**src/rtl/mdio_pkg.sv**
```systemverilog
// Shared MDIO scheduler definitions: clause-22 frame field codes, one-hot
// sequencer states and the frame builder used when a requester is granted.
package mdio_pkg;

   localparam logic [1:0] ST    = 2'b01;
   localparam logic [1:0] OP_RD = 2'b10;
   localparam logic [1:0] OP_WR = 2'b01;
   localparam logic [1:0] TA    = 2'b10;

   typedef enum logic [5:0] {
      S_IDLE      = 6'b000001,
      S_GRANT     = 6'b000010,
      S_ISSUE     = 6'b000100,
      S_WAIT_LOW  = 6'b001000,
      S_WAIT_HIGH = 6'b010000,
      S_COMPLETE  = 6'b100000
   } state_t;

   function automatic logic [31:0] mdio_frame(input logic [1:0]  op,
                                              input logic [4:0]  phyad,
                                              input logic [4:0]  regad,
                                              input logic [15:0] data);
      return {ST, op, phyad, regad, TA, data};
   endfunction

endpackage

```
**src/rtl/mdio_cmd_sched_poll_timer.sv**
```systemverilog
// Poll interval timer: raises poll_pend every POLL_INTERVAL cycles while the
// poller is enabled and idle, and restarts once the poll transaction finishes.
module mdio_poll_timer #(
   parameter int POLL_INTERVAL = 100000
) (
   input  logic clk,
   input  logic rst,
   input  logic poll_en,
   input  logic poll_active,
   input  logic poll_done,
   output logic poll_pend
);

   localparam int CW = $clog2(POLL_INTERVAL);

   logic [CW-1:0] count;

   // The timer is frozen while a poll is pending or in flight, so the interval
   // is measured from the end of one poll to the request for the next.
   always_ff @(posedge clk or posedge rst) begin
      if (rst) begin
         count     <= '0;
         poll_pend <= 1'b0;
      end else if (!poll_en || poll_done) begin
         count     <= '0;
         poll_pend <= 1'b0;
      end else if (!poll_pend && !poll_active) begin
         if (count == CW'(POLL_INTERVAL - 1)) begin
            count     <= '0;
            poll_pend <= 1'b1;
         end else begin
            count <= count + 1'b1;
         end
      end
   end

endmodule

```
**src/rtl/mdio_cmd_sched.sv**
```systemverilog
// Shares one MDIO frame shifter between the host MDIC path and a PHY status
// poller: round-robin grant, frame build, completion/timeout tracking.
module mdio_cmd_sched
   import mdio_pkg::*;
#(
   parameter logic [4:0] PHY_ADDR      = 5'd1,
   parameter logic [4:0] POLL_REG      = 5'd1,
   parameter int         LINK_BIT      = 2,
   parameter int         POLL_INTERVAL = 100000,
   parameter int         START_TMO     = 15,
   parameter int         DONE_TMO      = 4095
) (
   input  logic        clk,
   input  logic        rst,
   input  logic        host_req,
   input  logic        host_we,
   input  logic [4:0]  host_phyad,
   input  logic [4:0]  host_regad,
   input  logic [15:0] host_wdata,
   output logic        host_ack,
   output logic [15:0] host_rdata,
   output logic        host_err,
   input  logic        poll_en,
   output logic [15:0] poll_data,
   output logic        poll_valid,
   output logic        link_up,
   output logic        sh_en,
   output logic [31:0] sh_wdata,
   input  logic        sh_rd_done,
   input  logic        sh_wr_done,
   input  logic [15:0] sh_rdata,
   output logic        busy
);

   state_t      state;
   state_t      state_nxt;
   logic        grant_poll;
   logic        last_poll;
   logic        op_rd;
   logic        err;
   logic [11:0] tmo_cnt;
   logic        done_line;
   logic        host_win;
   logic        poll_pend;
   logic        poll_active;
   logic        poll_done;

   assign done_line   = op_rd ? sh_rd_done : sh_wr_done;
   assign host_win    = host_req && (!poll_pend || last_poll);
   assign poll_active = grant_poll && (state != S_IDLE) && (state != S_GRANT);
   assign poll_done   = grant_poll && (state == S_COMPLETE);

   mdio_poll_timer #(
      .POLL_INTERVAL(POLL_INTERVAL)
   ) u_poll_timer (
      .clk        (clk),
      .rst        (rst),
      .poll_en    (poll_en),
      .poll_active(poll_active),
      .poll_done  (poll_done),
      .poll_pend  (poll_pend)
   );

   always_ff @(posedge clk or posedge rst) begin
      if (rst) state <= S_IDLE;
      else     state <= state_nxt;
   end

   // A request withdrawn between IDLE and GRANT leaves nothing to issue.
   always_comb begin
      state_nxt  = state;
      sh_en      = 1'b0;
      host_ack   = 1'b0;
      poll_valid = 1'b0;
      busy       = 1'b1;
      case (state)
         S_IDLE: begin
            busy = 1'b0;
            if (host_req || poll_pend) state_nxt = S_GRANT;
         end
         S_GRANT: begin
            state_nxt = (host_req || poll_pend) ? S_ISSUE : S_IDLE;
         end
         S_ISSUE: begin
            sh_en     = 1'b1;
            state_nxt = S_WAIT_LOW;
         end
         S_WAIT_LOW: begin
            if (!done_line)                       state_nxt = S_WAIT_HIGH;
            else if (tmo_cnt == 12'(START_TMO))   state_nxt = S_COMPLETE;
         end
         S_WAIT_HIGH: begin
            if (done_line)                        state_nxt = S_COMPLETE;
            else if (tmo_cnt == 12'(DONE_TMO))    state_nxt = S_COMPLETE;
         end
         S_COMPLETE: begin
            host_ack   = !grant_poll;
            poll_valid = grant_poll && !err;
            state_nxt  = S_IDLE;
         end
         default: state_nxt = S_IDLE;
      endcase
   end

   // Results are written on the edge into COMPLETE so they are already valid
   // while host_ack / poll_valid are high.
   always_ff @(posedge clk or posedge rst) begin
      if (rst) begin
         grant_poll <= 1'b0;
         last_poll  <= 1'b1;
         op_rd      <= 1'b0;
         err        <= 1'b0;
         tmo_cnt    <= '0;
         sh_wdata   <= '0;
         host_rdata <= '0;
         host_err   <= 1'b0;
         poll_data  <= '0;
         link_up    <= 1'b0;
      end else begin
         case (state)
            S_GRANT: begin
               if (host_win) begin
                  grant_poll <= 1'b0;
                  op_rd      <= !host_we;
                  sh_wdata   <= mdio_frame(host_we ? OP_WR : OP_RD, host_phyad, host_regad,
                                           host_we ? host_wdata : 16'hFFFF);
               end else if (poll_pend) begin
                  grant_poll <= 1'b1;
                  op_rd      <= 1'b1;
                  sh_wdata   <= mdio_frame(OP_RD, PHY_ADDR, POLL_REG, 16'hFFFF);
               end
            end
            S_ISSUE: begin
               tmo_cnt <= '0;
               err     <= 1'b0;
            end
            S_WAIT_LOW: begin
               if (!done_line) begin
                  tmo_cnt <= '0;
               end else if (tmo_cnt == 12'(START_TMO)) begin
                  err <= 1'b1;
                  if (!grant_poll) host_err <= 1'b1;
               end else begin
                  tmo_cnt <= tmo_cnt + 1'b1;
               end
            end
            S_WAIT_HIGH: begin
               if (done_line) begin
                  if (grant_poll) begin
                     poll_data <= sh_rdata;
                     link_up   <= sh_rdata[LINK_BIT];
                  end else begin
                     host_err <= 1'b0;
                     if (op_rd) host_rdata <= sh_rdata;
                  end
               end else if (tmo_cnt == 12'(DONE_TMO)) begin
                  err <= 1'b1;
                  if (!grant_poll) host_err <= 1'b1;
               end else begin
                  tmo_cnt <= tmo_cnt + 1'b1;
               end
            end
            S_COMPLETE: begin
               last_poll <= grant_poll;
            end
            default: ;
         endcase
      end
   end

endmodule
```
**config.mk**
```make
export PLATFORM = sky130hd
export DESIGN_NAME = mdio_cmd_sched
export DESIGN_NICKNAME = d
export VERILOG_FILES = /design/src/rtl/mdio_pkg.sv /design/src/rtl/mdio_cmd_sched_poll_timer.sv /design/src/rtl/mdio_cmd_sched.sv
export SDC_FILE = /design/constraint.sdc
export NUM_CORES = 1
export LEC_CHECK = 0
export ABC_AREA = 1
export CORE_MARGIN = 2
export CORE_UTILIZATION = 50
export CTS_CLUSTER_SIZE = 10
export DETAILED_ROUTE_END_ITERATION = 7
export PLACE_DENSITY_LB_ADDON = 0.15
export SLEW_MARGIN = 25
export SYNTH_ARGS = -nofsm -noshare
export SYNTH_HDL_FRONTEND = slang
export SYNTH_SLANG_ARGS = --single-unit
```
**constraint.sdc**
```tcl
create_clock -name clk -period 3.6 [get_ports clk]
set_clock_uncertainty 0.2 [all_clocks]
set_input_delay 0.36 -clock clk [delete_from_list [all_inputs] [get_ports clk]]
set_output_delay 0.36 -clock clk [all_outputs]
set_load 0.01 [all_outputs]
```
==> impl_metrics.yaml <==
yosys:
  synth_seq_area_share: 0.489
  syn_area_sq_mm: 0.00518
  synth-edff-count: 0
  synthTopCellsByArea: "dfrtp_1 48%, nand2_1 13%, nor2_1 5.8%"
  synthCells: 660
  synth_area_per_cell_sq_um: 7.84
  yosysUniqueCellTypes: 38
  yosys-top-cells-count: "179 x nand2_1, 99 x dfrtp_1, 80 x nor2_1"
  synth_flop_cell: "dfrtp_1"
  synth_top_cell_by_area: "dfrtp_1"
  synthArstFlopShare: 1.00
  synth_top_area_frac: 0.478
  ys_warn_count: 0
  yosysMostFrequentCell: "nand2_1"
  ys_ff_latch: 101
grt:
  met3_usage: 0.0946
  grt_use_met2: 0.373
  grt_busiest_layer: "met2"
  grt_pass1_vias: 4610
  grt-ovfl-total: 0
  grt_pass1_wl_mm: 21.2
  grt_max_degree: 52
  use_met1: 0.299
  antenna_found_initial: 0
  grtUsageTotal: 0.237
pwr:
  powerDensity_mw_per_mm2: 460
  cellLeakagePower_nw: 3.04
  finalPower_mw: 3.04
  vdd_drop_max_mv: 0.343
sta:
  relSlewSlack: 0.491
  tightest_slew_ps: 761
  finalSetupTns_ps: 0
  post-route-period-util: 0.739
  timing_hold_violations_final: 0
  rsz0062_at_grt: "no"
  maxSlewViolCount: 0
  fmax_mhz: 376
  setup_violations: 0
  period_minus_slack_ps: 2660
die:
  start_util: 0.508
  die-height_microns: 106
  pin_count: 119
  core_area_sq_mm: 0.0102
  die-area_sq_mm: 0.0112
  die_w_microns: 106
  core.rowCount: 37
layout:
  area_growth_pct: 27.7
  layout.nets: 818
  diodes: 0
  multi_input_area_sq_mm: 0.00222
  fillCellCount: 895
  seq_area_sq_mm: 0.00253
  drive_gt1_frac: 0.0699
worst_setup_path:
  startpoint_type: "flip-flop"
  cp_cell_sequence: "nor2_4, nand4_1, inv_1, nand2_1, nor2_1, clkdlybuf4s50_1"
  path_max_fanout: 6
  worst_ep_arrival_time_ps: 2100
  critPathCaptureType: "output port"
  max_stage_delay_ps: 550
  reg2reg_slack_ps: 1110
  crit_required_ps: 3040
  crit_type: "flip-flop to output port"
  path_depth: 6
  critPathBufInv: 2
  cp_top_family: "buffers and inverters"
  crit_slowest_cell: "clkdlybuf4s50_1"
  reg2reg_depth: 5
drt:
  first_pass_iters: 7
  drc_errors: 0
  num_vias: 4679
  wl_per_cell_microns: 13.7
  viasPerCell: 5.15
  postRouteAntennaNets: 0
  drt-total-wl_mm: 12.4
  drtIter0Drc: 245
clocking:
  clockRootBuffer: "clkbuf_8"
  hold_buffers: 0
  cts_tree: "built"
  htree_levels: 3
  post_cts_resized: 0
  cts_made_buffers: 9
  clock-sinks: 101
  clk_pin_slew_ps: 100
  cts_buffer_depth: 2
  post_cts_buffers: 0
  clock_latency_ps: 380
outcome:
  status: "completed"
placed_design:
  portBuffers: 116
  place.gp.congestion: 0.967
  dp_hpwl_mm: 8.86
worst_hold_path:
  hp-class: "primary input to async pin"
flow_run:
  max_cap_violations: 0
[stage by stage]
stage | util | setup WS (ps) | hold WS (ps) | std cells | instance area, sq um
2_1_floorplan | - | 396 | 242 | 661 | 5180
3_3_place_gp | 0.627 | 1040 | 262 | 892 | 6380
3_5_place_dp | 0.627 | 947 | 270 | 892 | 6380
4_1_cts | 0.649 | 919 | 224 | 908 | 6610
5_1_grt | 0.649 | 717 | 258 | 908 | 6610
6_report | 0.649 | 941 | 215 | 908 | 6610
[cells by family (layout without fill, tap and decap cells)]
kind of cell,after synthesis,after routing,synth area share
AOI/OAI and AO/OA,90,90,0.0967
xor gates and xnor gates,8,8,0.0135
adders and majority gates,2,2,0.00483
and+or+nand+nor,361,361,0.312
other,1,2,0.000724
buffers and inverters,97,208,0.0841
DFF,101,101,0.489
[metal layers]
metal / wire [microns] / share of wire / vias up
met5: 0 / 0 / -
met4: 242 / 0.020 / 0
met3: 1020 / 0.082 / 24
met2: 5700 / 0.46 / 142
met1: 5440 / 0.44 / 2199
li1: - / - / 2314
[registers in the layout, indices dropped and copies added (netlist names)]
register / count
tmo_cnt: 12
grant_poll: 1
host_rdata: 16
state: 6
err: 1
poll_data: 16
host_err: 1
last_poll: 1
sh_wdata: 29
u_poll_timer.count: 17
u_poll_timer.poll_pend: 1
[final timing paths]
path / from / to
min in group clk: err$_DFFE_PP0P_ / err$_DFFE_PP0P_
hold reg to reg: err$_DFFE_PP0P_ / err$_DFFE_PP0P_
setup reg to reg: state[3]$_DFFE_PP0P_ / host_rdata[12]$_DFFE_PP0P_
hold / removal: rst / sh_wdata[22]$_DFFE_PP0P_
setup / recovery: state[3]$_DFFE_PP0P_ / poll_valid
max in group asynchronous: rst / last_poll$_DFFE_PP1N_
[layout make-up]
class                           instances  share of cell area
Inverter                               75              0.0433
Sequential cell                       101               0.383
Multi-Input combinational cell        463               0.335
Clock inverter                          5              0.0134
Tap cell                              136              0.0257
Clock buffer                           11              0.0214
Timing Repair Buffer                  117               0.179
[cell usage in the layout, fill, tap and decap left out, types with 10 or more instances in the layout]
cell type          n
o21ai_1           20
nor2_1            80
inv_1             70
o21ai_0           40
dfrtp_1           99
nand4_1           16
clkdlybuf4s50_1  116
clkbuf_8          10
nand3_1           57
nand2_1          179
a21oi_1           18
[report_power, final]
group / switching (mW) / leakage, nW / internal (mW)
sequential: 0.118 / 1.30 / 1.28
combinational: 0.430 / 1.62 / 0.384
clock: 0.405 / 0.116 / 0.421
(Power assumes the default switching activity.)
